**src/rtl/apb_wb_bridge.sv**
```systemverilog
// APB3/APB4 slave to pipelined Wishbone B4 master bridge.
// Single outstanding transfer, registered request/response, optional byte-swap window and timeout.
module apb_wb_bridge #(
  parameter int unsigned           ADDR_WIDTH    = 5,
  parameter int unsigned           DATA_WIDTH    = 32,
  parameter int unsigned           WB_ADDR_WIDTH = ADDR_WIDTH - $clog2(DATA_WIDTH / 8),
  parameter logic [ADDR_WIDTH-1:0] SWAP_MASK     = '0,
  parameter logic [ADDR_WIDTH-1:0] SWAP_BASE     = '0,
  parameter int unsigned           TIMEOUT       = 255
) (
  input  logic                       clk,
  input  logic                       reset,
  input  logic [ADDR_WIDTH-1:0]      apb_PADDR,
  input  logic                       apb_PSEL,
  input  logic                       apb_PENABLE,
  input  logic                       apb_PWRITE,
  input  logic [DATA_WIDTH-1:0]      apb_PWDATA,
  input  logic [DATA_WIDTH/8-1:0]    apb_PSTRB,
  output logic                       apb_PREADY,
  output logic [DATA_WIDTH-1:0]      apb_PRDATA,
  output logic                       apb_PSLVERR,
  output logic                       wb_cyc,
  output logic                       wb_stb,
  output logic                       wb_we,
  output logic [WB_ADDR_WIDTH-1:0]   wb_adr,
  output logic [DATA_WIDTH-1:0]      wb_dat_w,
  output logic [DATA_WIDTH/8-1:0]    wb_sel,
  input  logic [DATA_WIDTH-1:0]      wb_dat_r,
  input  logic                       wb_ack,
  input  logic                       wb_err,
  input  logic                       wb_stall
);

  localparam int unsigned NB    = DATA_WIDTH / 8;
  localparam int unsigned OFF   = $clog2(NB);
  localparam int unsigned CNT_W = (TIMEOUT > 0) ? $clog2(TIMEOUT + 1) : 1;

  typedef enum logic [1:0] {S_IDLE, S_REQ, S_WAIT, S_DONE} state_e;

  state_e                   state_q;
  logic [CNT_W-1:0]         cnt_q;
  logic                     swap_q;
  logic                     cyc_q;
  logic                     stb_q;
  logic                     we_q;
  logic [WB_ADDR_WIDTH-1:0] adr_q;
  logic [DATA_WIDTH-1:0]    dat_w_q;
  logic [NB-1:0]            sel_q;
  logic                     pready_q;
  logic                     pslverr_q;
  logic [DATA_WIDTH-1:0]    prdata_q;

  logic                     swap_hit_c;
  logic [NB-1:0]            sel_c;
  logic                     rsp_c;
  logic                     tmo_c;
  logic [DATA_WIDTH-1:0]    rd_data_c;

  function automatic logic [DATA_WIDTH-1:0] byte_rev(input logic [DATA_WIDTH-1:0] d);
    for (int i = 0; i < int'(NB); i++) byte_rev[8*i +: 8] = d[8*(int'(NB)-1-i) +: 8];
  endfunction

  function automatic logic [NB-1:0] bit_rev(input logic [NB-1:0] s);
    for (int i = 0; i < int'(NB); i++) bit_rev[i] = s[int'(NB)-1-i];
  endfunction

  assign swap_hit_c = (SWAP_MASK != '0) && ((apb_PADDR & SWAP_MASK) == SWAP_BASE);
  assign sel_c      = apb_PWRITE ? apb_PSTRB : {NB{1'b1}};
  // A response only counts once the request has been accepted (not stalled).
  assign rsp_c      = (wb_ack || wb_err) &&
                      ((state_q == S_WAIT) || ((state_q == S_REQ) && !wb_stall));
  assign tmo_c      = (TIMEOUT != 0) && (cnt_q == CNT_W'(TIMEOUT));
  assign rd_data_c  = swap_q ? byte_rev(wb_dat_r) : wb_dat_r;

  always_ff @(posedge clk) begin
    if (reset) begin
      state_q   <= S_IDLE;
      cnt_q     <= '0;
      swap_q    <= 1'b0;
      cyc_q     <= 1'b0;
      stb_q     <= 1'b0;
      we_q      <= 1'b0;
      adr_q     <= '0;
      dat_w_q   <= '0;
      sel_q     <= '0;
      pready_q  <= 1'b0;
      pslverr_q <= 1'b0;
      prdata_q  <= '0;
    end else begin
      pready_q <= 1'b0;
      case (state_q)
        S_IDLE: begin
          if (apb_PSEL && apb_PENABLE) begin
            state_q <= S_REQ;
            cyc_q   <= 1'b1;
            stb_q   <= 1'b1;
            we_q    <= apb_PWRITE;
            adr_q   <= WB_ADDR_WIDTH'(apb_PADDR >> OFF);
            swap_q  <= swap_hit_c;
            dat_w_q <= swap_hit_c ? byte_rev(apb_PWDATA) : apb_PWDATA;
            sel_q   <= swap_hit_c ? bit_rev(sel_c) : sel_c;
            cnt_q   <= '0;
          end
        end
        S_REQ, S_WAIT: begin
          cnt_q <= cnt_q + CNT_W'(1);
          if (rsp_c) begin
            state_q   <= S_DONE;
            cyc_q     <= 1'b0;
            stb_q     <= 1'b0;
            pready_q  <= 1'b1;
            pslverr_q <= wb_err;
            prdata_q  <= (!wb_err && !we_q) ? rd_data_c : '0;
          end else if (tmo_c) begin
            state_q   <= S_DONE;
            cyc_q     <= 1'b0;
            stb_q     <= 1'b0;
            pready_q  <= 1'b1;
            pslverr_q <= 1'b1;
            prdata_q  <= '0;
          end else if ((state_q == S_REQ) && !wb_stall) begin
            state_q <= S_WAIT;
            stb_q   <= 1'b0;
          end
        end
        default: state_q <= S_IDLE;
      endcase
    end
  end

  assign apb_PREADY  = pready_q;
  assign apb_PRDATA  = prdata_q;
  assign apb_PSLVERR = pslverr_q;
  assign wb_cyc      = cyc_q;
  assign wb_stb      = stb_q;
  assign wb_we       = we_q;
  assign wb_adr      = adr_q;
  assign wb_dat_w    = dat_w_q;
  assign wb_sel      = sel_q;

endmodule

```
**config.mk**
```make
export PLATFORM = sky130hd
export DESIGN_NAME = apb_wb_bridge
export DESIGN_NICKNAME = d
export VERILOG_FILES = /design/src/rtl/apb_wb_bridge.sv
export SDC_FILE = /design/constraint.sdc
export NUM_CORES = 1
export LEC_CHECK = 0
export ABC_AREA = 1
export CORE_AREA = 5 5 97 117
export CTS_CLUSTER_SIZE = 10
export DETAILED_ROUTE_END_ITERATION = 8
export DIE_AREA = 0 0 102 122
export HOLD_SLACK_MARGIN = 0.1
export PLACE_DENSITY = 0.73
export SLEW_MARGIN = 15
export SYNTH_ARGS = -nofsm -noshare
export SYNTH_HDL_FRONTEND = slang
export SYNTH_SLANG_ARGS = --single-unit
```
**constraint.sdc**
```tcl
create_clock -name clk -period 4.42 [get_ports clk]
set_input_delay 0.884 -clock clk [delete_from_list [all_inputs] [get_ports clk]]
set_output_delay 0.884 -clock clk [all_outputs]
set_load 0.02 [all_outputs]
```
# After elaboration in Yosys (flattened, before gate mapping)
# Cells that the tools add are included.
[totals] register_bits=86 latch_bits=0 mem_bits_rw=0 romBits=0 inputBits=81 out_inout_bits=76 wordCells=62 n_memories=0
[op_classes] n_addsub=1 n_mul=0 div_mod_pow=0 magnitude_cmp=0 n_eq_ne=6 shift=0 n_mux=23 bitwise=1 reduce_logical=20
[ops] cell="$mux 32" count=3
[ops] cell="$pmux 8 s2" count=1
[ops] cell="$mux 1" count=10
[ops] cell="$add 8x1->8 const B" count=1
[ops] cell="$eq 8x8->1 const B" count=1
[ops] cell="$mux 2" count=4
[ops] cell="$mux 8" count=1
[ops] cell="$reduce_and 2->1" count=4
[ops] cell="$reduce_and 3->1" count=2
[ops] cell="$logic_and 1x1->1" count=4
[ops] cell="$mux 4" count=1
[ops] cell="$ne 4x4->1 const B" count=1
[ops] cell="$pmux 1 s2" count=2
[ops] cell="$pmux 2 s2" count=1
[ops] cell="$reduce_bool 2->1" count=2
[ops] cell="$reduce_or 2->1" count=2
[ops] cell="$logic_not 1->1" count=3
[ops] cell="$ne 3x3->1 const B" count=1
[ops] cell="$eq 2x1->1 const B" count=1
[ops] cell="$eq 2x2->1 const B" count=1
[ops] cell="$logic_not 2->1" count=1
[ops] cell="$logic_or 1x1->1" count=2
[ops] cell="$ne 2x2->1 const B" count=1
[ops] cell="$not 1->1" count=1

# Depth between registers and ports, before layout
# Gate-level depths: netlist of run 1.
[depth] depth_word=6 depth_mapped=11 mapped_depth_nobuf=10

# Worst setup path after synthesis of run 1
# OpenSTA, ideal clock, no wires.
[synth_path] path_type="input -> register" startpoint="input wb_err" endpoint="register prdata_q[10], in the netlist apb_PRDATA[10]" setup_time_ns=0.115 arrival_ns=1.687 required_time_ns=4.305 path_slack_ns=2.618 cell_stages=8 path_buffers=1 cell_sequence="or2_4 -> nand2_4 -> nand2_4 -> nand2_8 -> inv_4 -> buf_6 -> o21ai_1 -> nor2_1"
[synth_via] elab_chain_cells=4 word_cells_on_any_way=8 cone_classes="2 x mux; 6 x reduce/logical"
[synth_rtl] element="start, declared" line="30" rtl="input logic wb_err,"
[synth_rtl] element="$logic_not 1->1 / $logic_or 1x1->1 (equally long branches)" line="113, 70"
[synth_rtl] element="$logic_and 1x1->1, on equally long branches" line="113, 70"
[synth_rtl] element="$mux 32 / $reduce_bool 2->1 (equally long branches)"
[synth_rtl] element="$mux 32 / $reduce_and 2->1 (equally long branches)"
[synth_rtl] element="end signal, assigned" line="113" rtl="prdata_q <= (!wb_err && !we_q) ? rd_data_c : '0;"
[synth_rtl] element="end, declared" line="51" rtl="logic [DATA_WIDTH-1:0] prdata_q;"
# Parallel ways exist; a longest one is shown, timed or not.
# A chain may end at the register's enable or synchronous reset.

# Final worst setup path of run 1
[layout_path] startpoint="input apb_PSEL" endpoint="register dat_w_q[31], in the netlist wb_dat_w[31]"
[layout_via] elab_chain_cells=2
[layout_rtl] element="start, declared" line="14" rtl="input logic apb_PSEL,"
[layout_rtl] element="$logic_and 1x1->1" line="93" rtl="if (apb_PSEL && apb_PENABLE) begin"
[layout_rtl] element="$reduce_and 2->1 (no source line)"
[layout_rtl] element="end signal, assigned" line="100" rtl="dat_w_q <= swap_hit_c ? byte_rev(apb_PWDATA) : apb_PWDATA;"
[layout_rtl] element="end, declared" line="47" rtl="logic [DATA_WIDTH-1:0] dat_w_q;"
# Every way passes these cells.

==> run_results.csv, run 1 <==
group,metric,value,unit
placement,hpwl,6.93,mm
yosys,synthSimpleGateAreaFrac,12.1,%
power,pwr-share-seq,35.4,%
critical_path,end_kind,"register",
critical_path,worst_ep_required_time,4.64,ns
sta,post-route-period-util,59.4,%
clock_tree,clkTransAtPathRegs,0.06,ns
power,p_clk_share,31.3,%
finish,nets,653,
grt,antenna_found_initial,0,
grt,grtUsageMet2,25.4,%
die,num_rows,41,
routing,viasPerCell,4.62,
routing,routedWlPerCell,13.2,µm
sta,maxSlewViolCount,0,
grt,grt_first_pass_wirelength,14.7,mm
grt,grt_pass1_vias,3208,
yosys,synth_nets,510,
finish,design_area,5360,µm²
placement,dp.cells,684,
placement,dpl_cell_area,4980,µm²
routing,wl,9.25,mm
power,internal_power,1.98,mW
critical_path,start_kind,"input pin",
critical_path,cp_cell_sequence,"clkdlybuf4s50_1 > nand3_2 > buf_4 > o21ai_0 > a21oi_1",
critical_path,worstPathMaxFanout,58,
clock_tree,clock_sinks,86,
clock_tree,cts.repair.resized,0,
sta,fmax,381,MHz
routing,firstDrtPassIters,4,
yosys,synth-edff-count,0,
hold_path,hold_start,"wb_dat_w[1]",
placement,gp_congestion,0.774,
yosys,synth_cells,424,
grt,globalRouteMet3Util,5.96,%
grt,track_usage,14.7,%
sta,holdWs,0.441,ns
sta,rsz0062_at_grt,"no",
die,io_pins,157,
run_status,status,"complete, no violations",
die,die_area,12400,µm²
die,initial_core_util,33.4,%
critical_path,max_stage_delay,0.71,ns
critical_path,path_buf_inv,2,
hold_path,min-delay-path-class,"register to register",
yosys,synth_compound_area_share,24.0,%
yosys,synth-adder-area-share,1.83,%
sta,skew,0.00371,ns
power,p_per_area,537,nW/µm²
routing,ant_nets,0,
sta,worst_pin_slew,0.892,ns
yosys,synth.avg_cell_area,8.05,µm²
die,fp.dieH,122,µm
die,core-area,10200,µm²
flow_run,maxCapViolCount,0,
finish,syn2layout_area_growth,57.0,%
grt,grt-busiest-layer,"met2",
finish,final_util,52.5,%
sta,worst_slack,1.79,ns
critical_path,path_class,"input pin to register",
clock_tree,cts_buffers,9,
yosys,ys_types,27,
clock_tree,cts_tree,"done",
sta,period_needed,2.63,ns
power,netSwitchingFraction,31.1,%
yosys,syn_area,3410,µm²
routing,drt-initial-drc-count,109,
clock_tree,ctsHoldBuffers,0,
sta,final_hold_viol_count,0,
sta,setup_viol,0,
yosys,ys_seq_area_share,50.4,%
grt,grt_max_degree,59,
critical_path,crit_family,"buffers and inverters",
sta,fin_tns_setup,0,ns
power,ir_drop,218,µV
placement,portBuffers,154,
critical_path,slowest_stage,"nand3_2",
finish,fin_cells,699,
power,p_switching,0.894,mW
yosys,ys_ff_latch,86,
power,power.total,2.88,mW
placement,dp_slack,1.43,ns
die,die_w,102,µm
critical_path,reg2reg_from,"state_q[1]",
power,p_leak,2.12,nW
grt,grt_overflow_total,0,
yosys,synth_top_family_by_area,"compound AO/OA/AOI/OAI gates",
finish,antennaDiodeCount,0,
routing,route.detailed.drc,0,
yosys,synth_flop_cell,"dfxtp_1",
clock_tree,ctsHtreeMaxLevel,3,
critical_path,crit_start,"apb_PSEL",
sta,slew_headroom,40.5,%
yosys,synthMuxAreaShare,0,%
critical_path,worstPathArrival,2.84,ns
yosys,synthArstFlopShare,0,%
finish,drive_gt1_share,5.96,%
power,power_frac_comb,33.3,%
clock_tree,clockBufferDepth,2,
clock_tree,cts_root_buffer,"clkbuf_16",
grt,use_met1,15.6,%
yosys,yosysWarnings,0,
yosys,synthXorXnorAreaFrac,0.257,%
clock_tree,clk-insertion-delay-late,0.33,ns
clock_tree,cts_setup_buffers,0,
routing,vias,3231,
-- layout by cell type (no fill, tap or decap), drive strengths merged --
cell type,netlist,final
nand2,30,30
nor3,4,4
xor2,1,1
dfxtp,86,86
nand4,3,3
or2,1,1
ha,5,5
clkbuf,13,10
o21ai,75,75
inv,60,60
bufinv,0,4
nand3,5,5
a21oi,82,82
o21bai,1,1
a31oi,2,2
clkdlybuf4s50,0,154
buf,13,4
nor2,43,43
-- state kept, by name (all words and copies together), names as in the netlist --
register	cells
wb_adr	3
wb_cyc	1
wb_dat_w	32
apb_PREADY	1
wb_we	1
state_q	2
cnt_q	8
apb_PSLVERR	1
wb_sel	4
wb_stb	1
apb_PRDATA	32
-- cells by family (layout without fill, tap and decap cells) --
kind of cell / after synthesis / count (layout)
fa+ha+maj: 5 / 5
flops: 86 / 86
compound gates: 160 / 160
xor+xnor: 1 / 1
simple gates: 86 / 86
buf+inv: 86 / 232
-- layer usage --
layer | share of wire [%] | wire [µm]
met1 | 40 | 3660
met2 | 49 | 4530
met3 | 9.8 | 904
met4 | 1.7 | 160
met5 | 0 | 0
-- worst register-to-register path, delay by kind of cell (launching register included) --
kind | cells | cell delay, ns
DFF | 1 | 0.33
AOI/OAI and AO/OA | 2 | 0.23
adders and majority gates | 1 | 0.24
and+or+nand+nor | 1 | 0.70
buffers and inverters | 2 | 0.59
-- layout make-up --
cell class,count,area (µm²)
Timing Repair Buffer,158,1580
Inverter,60,228
Sequential cell,86,1720
Clock buffer,10,239
Multi-Input combinational cell,252,1310
Clock inverter,4,120
Tap cell,129,161
Fill cell,976,4850
-- synth_stat cells, types with 4 or more instances --
cell      number  share of area (%)
dfxtp_1       86                 50
a21oi_1       80                 12
inv_1         57                6.3
o21ai_0       44                6.5
nor2_1        42                4.6
o21ai_1       29                4.3
nand2_1       26                2.9
clkbuf_1      13                1.4
buf_6          6                2.0
ha_1           5                1.8
nand3_1        5               0.73
buf_2          4               0.59
-- power groups by stage --
stage | sequential, mW | clock [mW] | combinational, mW
2_1_floorplan | 1.21 | 0 | 0.348
3_3_place_gp | 1.03 | 0 | 0.943
3_5_place_dp | 1.03 | 0 | 0.959
4_1_cts | 1.02 | 0.924 | 0.966
5_1_grt | 1.04 | 0.959 | 1.04
6_report | 1.02 | 0.902 | 0.957
-- worst paths after layout --
kind	endpoint	slack, ns	depth (start not counted)
worst max-delay path	wb_dat_w[31]	1.79	5
worst min-delay path	wb_dat_w[1]	0.44	2
worst max register to register	wb_dat_w[31]	2.22	6
worst min register to register	wb_dat_w[1]	0.44	2
Note: power is estimated with default switching activity, not from simulation.
==> run 2: changes to the inputs <==
Clock period 4.42 ns to 2.5 ns, I/O delays scaled along.
==> run_results.csv, run 2 (synthesis gave the netlist of run 1 again) <==
group,metric,value,unit
routing,ant_nets,0,
sta,worst_pin_slew,0.354,ns
power,p_switching,1.63,mW
critical_path,path_class,"register to output port",
power,p_clk_share,29.5,%
sta,fin_tns_setup,0,ns
power,pwr-share-seq,36.3,%
sta,rsz0062_at_grt,"no",
routing,route.detailed.drc,0,
critical_path,worst_ep_required_time,2.00,ns
die,io_pins,157,
critical_path,end_kind,"output port",
die,num_rows,41,
power,p_leak,2.12,nW
finish,syn2layout_area_growth,56.5,%
clock_tree,ctsHoldBuffers,0,
critical_path,reg2regPathDepth,8,
hold_path,hold_start,"wb_dat_w[19]",
hold_path,hold_end,"wb_dat_w[19]",
critical_path,timing.rr.end,"wb_stb",
grt,grt_first_pass_wirelength,14.5,mm
die,die_area,12400,µm²
clock_tree,cts.repair.resized,0,
critical_path,cp_cell_sequence,"clkdlybuf4s50_1",
power,internal_power,3.33,mW
power,p_per_area,927,nW/µm²
grt,track_usage,14.5,%
clock_tree,cts_tree,"done",
finish,final_common_cell,"clkdlybuf4s50_1",
clock_tree,cts_setup_buffers,0,
grt,grt_overflow_total,0,
power,power_frac_comb,34.2,%
grt,antenna_found_initial,0,
clock_tree,clk-insertion-delay-late,0.33,ns
grt,grt_max_degree,75,
hold_path,hold_depth,2,
critical_path,worstPathMaxFanout,3,
clock_tree,clock_sinks,86,
sta,slew_headroom,76.4,%
sta,setup_viol,0,
routing,firstDrtPassIters,4,
flow_run,maxCapViolCount,0,
die,initial_core_util,33.4,%
routing,viasPerCell,4.59,
sta,fmax,529,MHz
critical_path,reg2reg_setup_slack,0.79,ns
routing,drt-initial-drc-count,93,
critical_path,worstPathArrival,1.39,ns
critical_path,crit_family,"buffers and inverters",
finish,antennaDiodeCount,0,
sta,holdWs,0.439,ns
sta,final_hold_viol_count,0,
clock_tree,cts_buffers,9,
clock_tree,clkTransAtPathRegs,0.06,ns
die,core-area,10200,µm²
critical_path,start_kind,"register",
placement,hpwl,6.83,mm
routing,vias,3219,
clock_tree,cts_root_buffer,"clkbuf_16",
critical_path,max_stage_delay,0.65,ns
sta,period_needed,1.89,ns
sta,skew,0.00621,ns
critical_path,reg2reg_from,"state_q[0]",
die,fp.dieH,122,µm
hold_path,min-delay-path-class,"register to register",
finish,drive_gt1_share,6.46,%
clock_tree,clockBufferDepth,2,
power,ir_drop,380,µV
critical_path,path_buf_inv,1,
power,netSwitchingFraction,32.8,%
finish,final_cell_mix,"154 x clkdlybuf4s50_1, 86 x dfxtp_1, 80 x a21oi_1",
grt,grt_pass1_vias,3203,
placement,portBuffers,154,
sta,maxSlewViolCount,0,
critical_path,slowest_stage,"clkdlybuf4s50_1",
placement,gp_congestion,0.768,
finish,nets,654,
routing,wl,9.17,mm
sta,post-route-period-util,75.6,%
clock_tree,ctsHtreeMaxLevel,3,
run_status,status,"complete, no violations",
die,die_w,102,µm
routing,routedWlPerCell,13.1,µm
==> run 2: changes by cell type in the layout (fill, tap and decap cells not counted), sizes merged <==
cell / delta
buf: +1
clkinv: +2
inv: +2
bufinv: -2
==> run 2: area by class of cell <==
cell class	instances	area, µm²
Clock inverter	6	91.3
Multi-Input combinational cell	252	1310
Timing Repair Buffer	159	1590
Tap cell	129	161
Inverter	60	228
Clock buffer	10	239
Fill cell	933	4870
Sequential cell	86	1720
==> run 2: how the worst max path moves through the flow <==
stage / from / endpoint / cells after the start
2_1_floorplan: state_q[0] / state_q[0] / 10
3_3_place_gp: wb_err / apb_PRDATA[3] / 8
3_5_place_dp: wb_err / apb_PRDATA[7] / 8
4_1_cts: wb_we / wb_we / 1
5_1_grt: state_q[0] / state_q[0] / 9
6_report: wb_we / wb_we / 1
==> run 2: metrics by stage <==
stage / power (mW) / cells / area, µm² / setup slack (ns) / util, %
2_1_floorplan: 2.76 / 424 / 3410 / 1.04 / -
3_3_place_gp: 3.50 / 686 / 5010 / 0.394 / 49.1
3_5_place_dp: 3.53 / 686 / 5010 / 0.341 / 49.1
4_1_cts: 5.01 / 702 / 5340 / 0.587 / 52.3
5_1_grt: 5.24 / 702 / 5340 / 0.555 / 52.3
6_report: 4.95 / 702 / 5340 / 0.611 / 52.3
==> run 2: worst min-delay path: cells and delay by family, from the launching register on <==
family	cells	cell delay (ns)
flip-flops	1	0.30
AO/OA/AOI/OAI	1	0.05
buffers and inverters	1	0.04
==> run 2: metal layers <==
metal	vias up	share of wire, %	global-route usage (%)
met5	-	0	0
met4	0	1.9	5.91
met3	18	10	6.59
met2	116	48	24.0
met1	1413	39	16.1
li1	1672	-	-
==> run 2: power by group through the flow <==
stage / logic [mW] / clock network (mW) / registers [mW]
floorplan: 0.615 / 0 / 2.14
global placement: 1.68 / 0 / 1.81
detailed placement: 1.70 / 0 / 1.83
CTS: 1.71 / 1.49 / 1.80
global route: 1.84 / 1.56 / 1.84
finish: 1.69 / 1.46 / 1.80
==> run 3: changes to the inputs <==
Settings changed: PLACE_DENSITY 0.73 to 0.76.
Clock period 2.5 ns to 1.5 ns, I/O delays scaled along.
==> run_results.csv, run 3 (synthesis gave the netlist of run 1 again) <==
group,metric,value,unit
die,num_rows,41,
flow_run,maxCapViolCount,0,
sta,holdWs,0.439,ns
power,power_frac_comb,39.0,%
power,p_leak,2.67,nW
sta,skew,0.00653,ns
sta,worst_pin_slew,0.251,ns
finish,final_common_cell,"dfxtp_1",
die,initial_core_util,33.4,%
die,die_area,12400,µm²
placement,portBuffers,154,
critical_path,cp_cell_sequence,"inv_2 > ha_2 > buf_4 > nand2_8 > inv_6 > buf_12 > o21ai_1 > nor2_1",
sta,setup_viol,3,
routing,ant_nets,0,
grt,track_usage,15.4,%
finish,design_area,5930,µm²
clock_tree,ctsHoldBuffers,0,
finish,syn2layout_area_growth,73.8,%
critical_path,crit_family,"buffers and inverters",
finish,antennaDiodeCount,0,
power,p_switching,2.97,mW
placement,gp_congestion,0.759,
critical_path,end_kind,"register",
power,internal_power,5.67,mW
clock_tree,cts_tree,"done",
placement,dpl_cell_area,5270,µm²
clock_tree,clkTransAtPathRegs,0.06,ns
finish,final_cell_mix,"82 x dfxtp_1, 78 x clkdlybuf4s50_1, 76 x dlygate4sd2_1",
finish,nets,694,
clock_tree,cts_root_buffer,"clkbuf_16",
finish,seqCellArea,1730,µm²
routing,drt-initial-drc-count,117,
power,netSwitchingFraction,34.3,%
power,ir_drop,731,µV
sta,maxSlewViolCount,0,
sta,worst_slack,-0.0174,ns
routing,wl,11.3,mm
finish,multiInputGateArea,1490,µm²
routing,firstDrtPassIters,4,
routing,viasPerCell,4.77,
routing,routedWlPerCell,15.2,µm
grt,grt_overflow_total,0,
clock_tree,clk-insertion-delay-late,0.34,ns
sta,post-route-period-util,101,%
grt,grt_max_degree,69,
clock_tree,clockBufferDepth,2,
sta,fmax,659,MHz
sta,rsz0062_at_grt,"yes",
routing,route.detailed.drc,0,
critical_path,path_buf_inv,4,
critical_path,worst_ep_required_time,1.72,ns
critical_path,start_kind,"register",
power,p_clk_share,26.0,%
critical_path,worstPathMaxFanout,7,
clock_tree,ctsHtreeMaxLevel,3,
die,io_pins,157,
sta,final_hold_viol_count,0,
die,die_w,102,µm
power,pwr-share-seq,35.0,%
clock_tree,cts_buffers,9,
critical_path,slowest_stage,"dfxtp_4",
die,core-area,10200,µm²
power,p_per_area,1460,nW/µm²
placement,hpwl,7.34,mm
sta,period_needed,1.52,ns
grt,grt_first_pass_wirelength,15.3,mm
grt,antenna_found_initial,0,
die,fp.dieH,122,µm
routing,vias,3538,
grt,grt_pass1_vias,3340,
critical_path,worstPathArrival,1.74,ns
finish,fillCellCount,894,
sta,slew_headroom,83.2,%
run_status,status,"finished, violations left",
run_status,violations,"setup timing",
hold_path,min-delay-path-class,"register to register",
finish,final_util,58.1,%
critical_path,max_stage_delay,0.36,ns
finish,drive_gt1_share,19.6,%
clock_tree,clock_sinks,86,
critical_path,path_class,"register to register",
-- run 3: cell count changes in the layout (fill, tap and decap cells not counted), moves of 6 or more --
| cell | previous run | this run |
|---|---|---|
| a21oi_1 | 80 | 65 |
| a21oi_2 | 2 | 16 |
| buf_12 | 1 | 7 |
| buf_4 | 4 | 24 |
| buf_6 | 0 | 7 |
| clkbuf_16 | 9 | 15 |
| clkdlybuf4s50_1 | 154 | 78 |
| dlygate4sd2_1 | 0 | 76 |
| nand2_1 | 26 | 20 |
| o21ai_0 | 44 | 16 |
| o21ai_1 | 29 | 46 |
| o21ai_2 | 2 | 13 |
-- run 3: path summary, 6_finish.rpt --
| check | from | endpoint | slack [ns] | depth (start not counted) |
|---|---|---|---|---|
| worst min-delay path | wb_dat_w[16] | wb_dat_w[16] | 0.44 | 2 |
| worst min register to register | wb_dat_w[16] | wb_dat_w[16] | 0.44 | 2 |
| worst max register to register | state_q[0] | apb_PRDATA[29] | -0.02 | 8 |
| worst max-delay path | state_q[0] | apb_PRDATA[29] | -0.02 | 8 |
-- run 3: final cells by class --
type	count	area share, %
well taps	129	2.72
repair buffers	199	33.9
multi-input cells	252	25.2
clock buffers	13	4.39
flip-flops and latches	86	29.2
clock inverters	3	0.717
inverters	60	3.92
-- run 3: worst register-to-register path, stage by stage (launching register included) --
cell,delay [ns]
dfxtp_4,0.36
inv_2,0.09
ha_2,0.29
buf_4,0.16
nand2_8,0.09
inv_6,0.06
buf_12,0.13
o21ai_1,0.16
nor2_1,0.08
-- run 3: metrics by stage --
step / setup TNS, ns / total power [mW] / cells / setup WS (ns)
2_1_floorplan: 0 / 4.60 / 424 / 0.0393
3_3_place_gp: -9.62 / 6.13 / 710 / -0.268
3_5_place_dp: -11.24 / 6.20 / 710 / -0.276
4_1_cts: 0 / 8.15 / 726 / 0.00272
5_1_grt: -2.42 / 9.08 / 742 / -0.101
6_report: -0.0230 / 8.64 / 742 / -0.0174
-- run 3: what timing repair did --
item                                    in CTS  in global routing
setup buffers                                0                  8
resized for setup                           85                 82
endpoints found under the setup margin     112                 82
gates cloned                                 0                  8
pin swaps                                    1                 34
-- run 3: per-layer routing --
metal | up-vias | wire length (µm) | track usage, %
li1 | 1764 | - | -
met4 | 0 | 302 | 6.32
met5 | - | 0 | 0
met2 | 128 | 5620 | 25.6
met3 | 26 | 1130 | 7.04
met1 | 1620 | 4250 | 16.9
-- run 3: power groups by stage --
stage | Combinational, mW | Clock [mW] | Sequential [mW]
finish | 3.37 | 2.25 | 3.02
global route | 3.62 | 2.38 | 3.08
CTS | 2.89 | 2.28 | 2.99
detailed placement | 3.16 | 0 | 3.04
global placement | 3.10 | 0 | 3.02
floorplan | 1.03 | 0 | 3.57
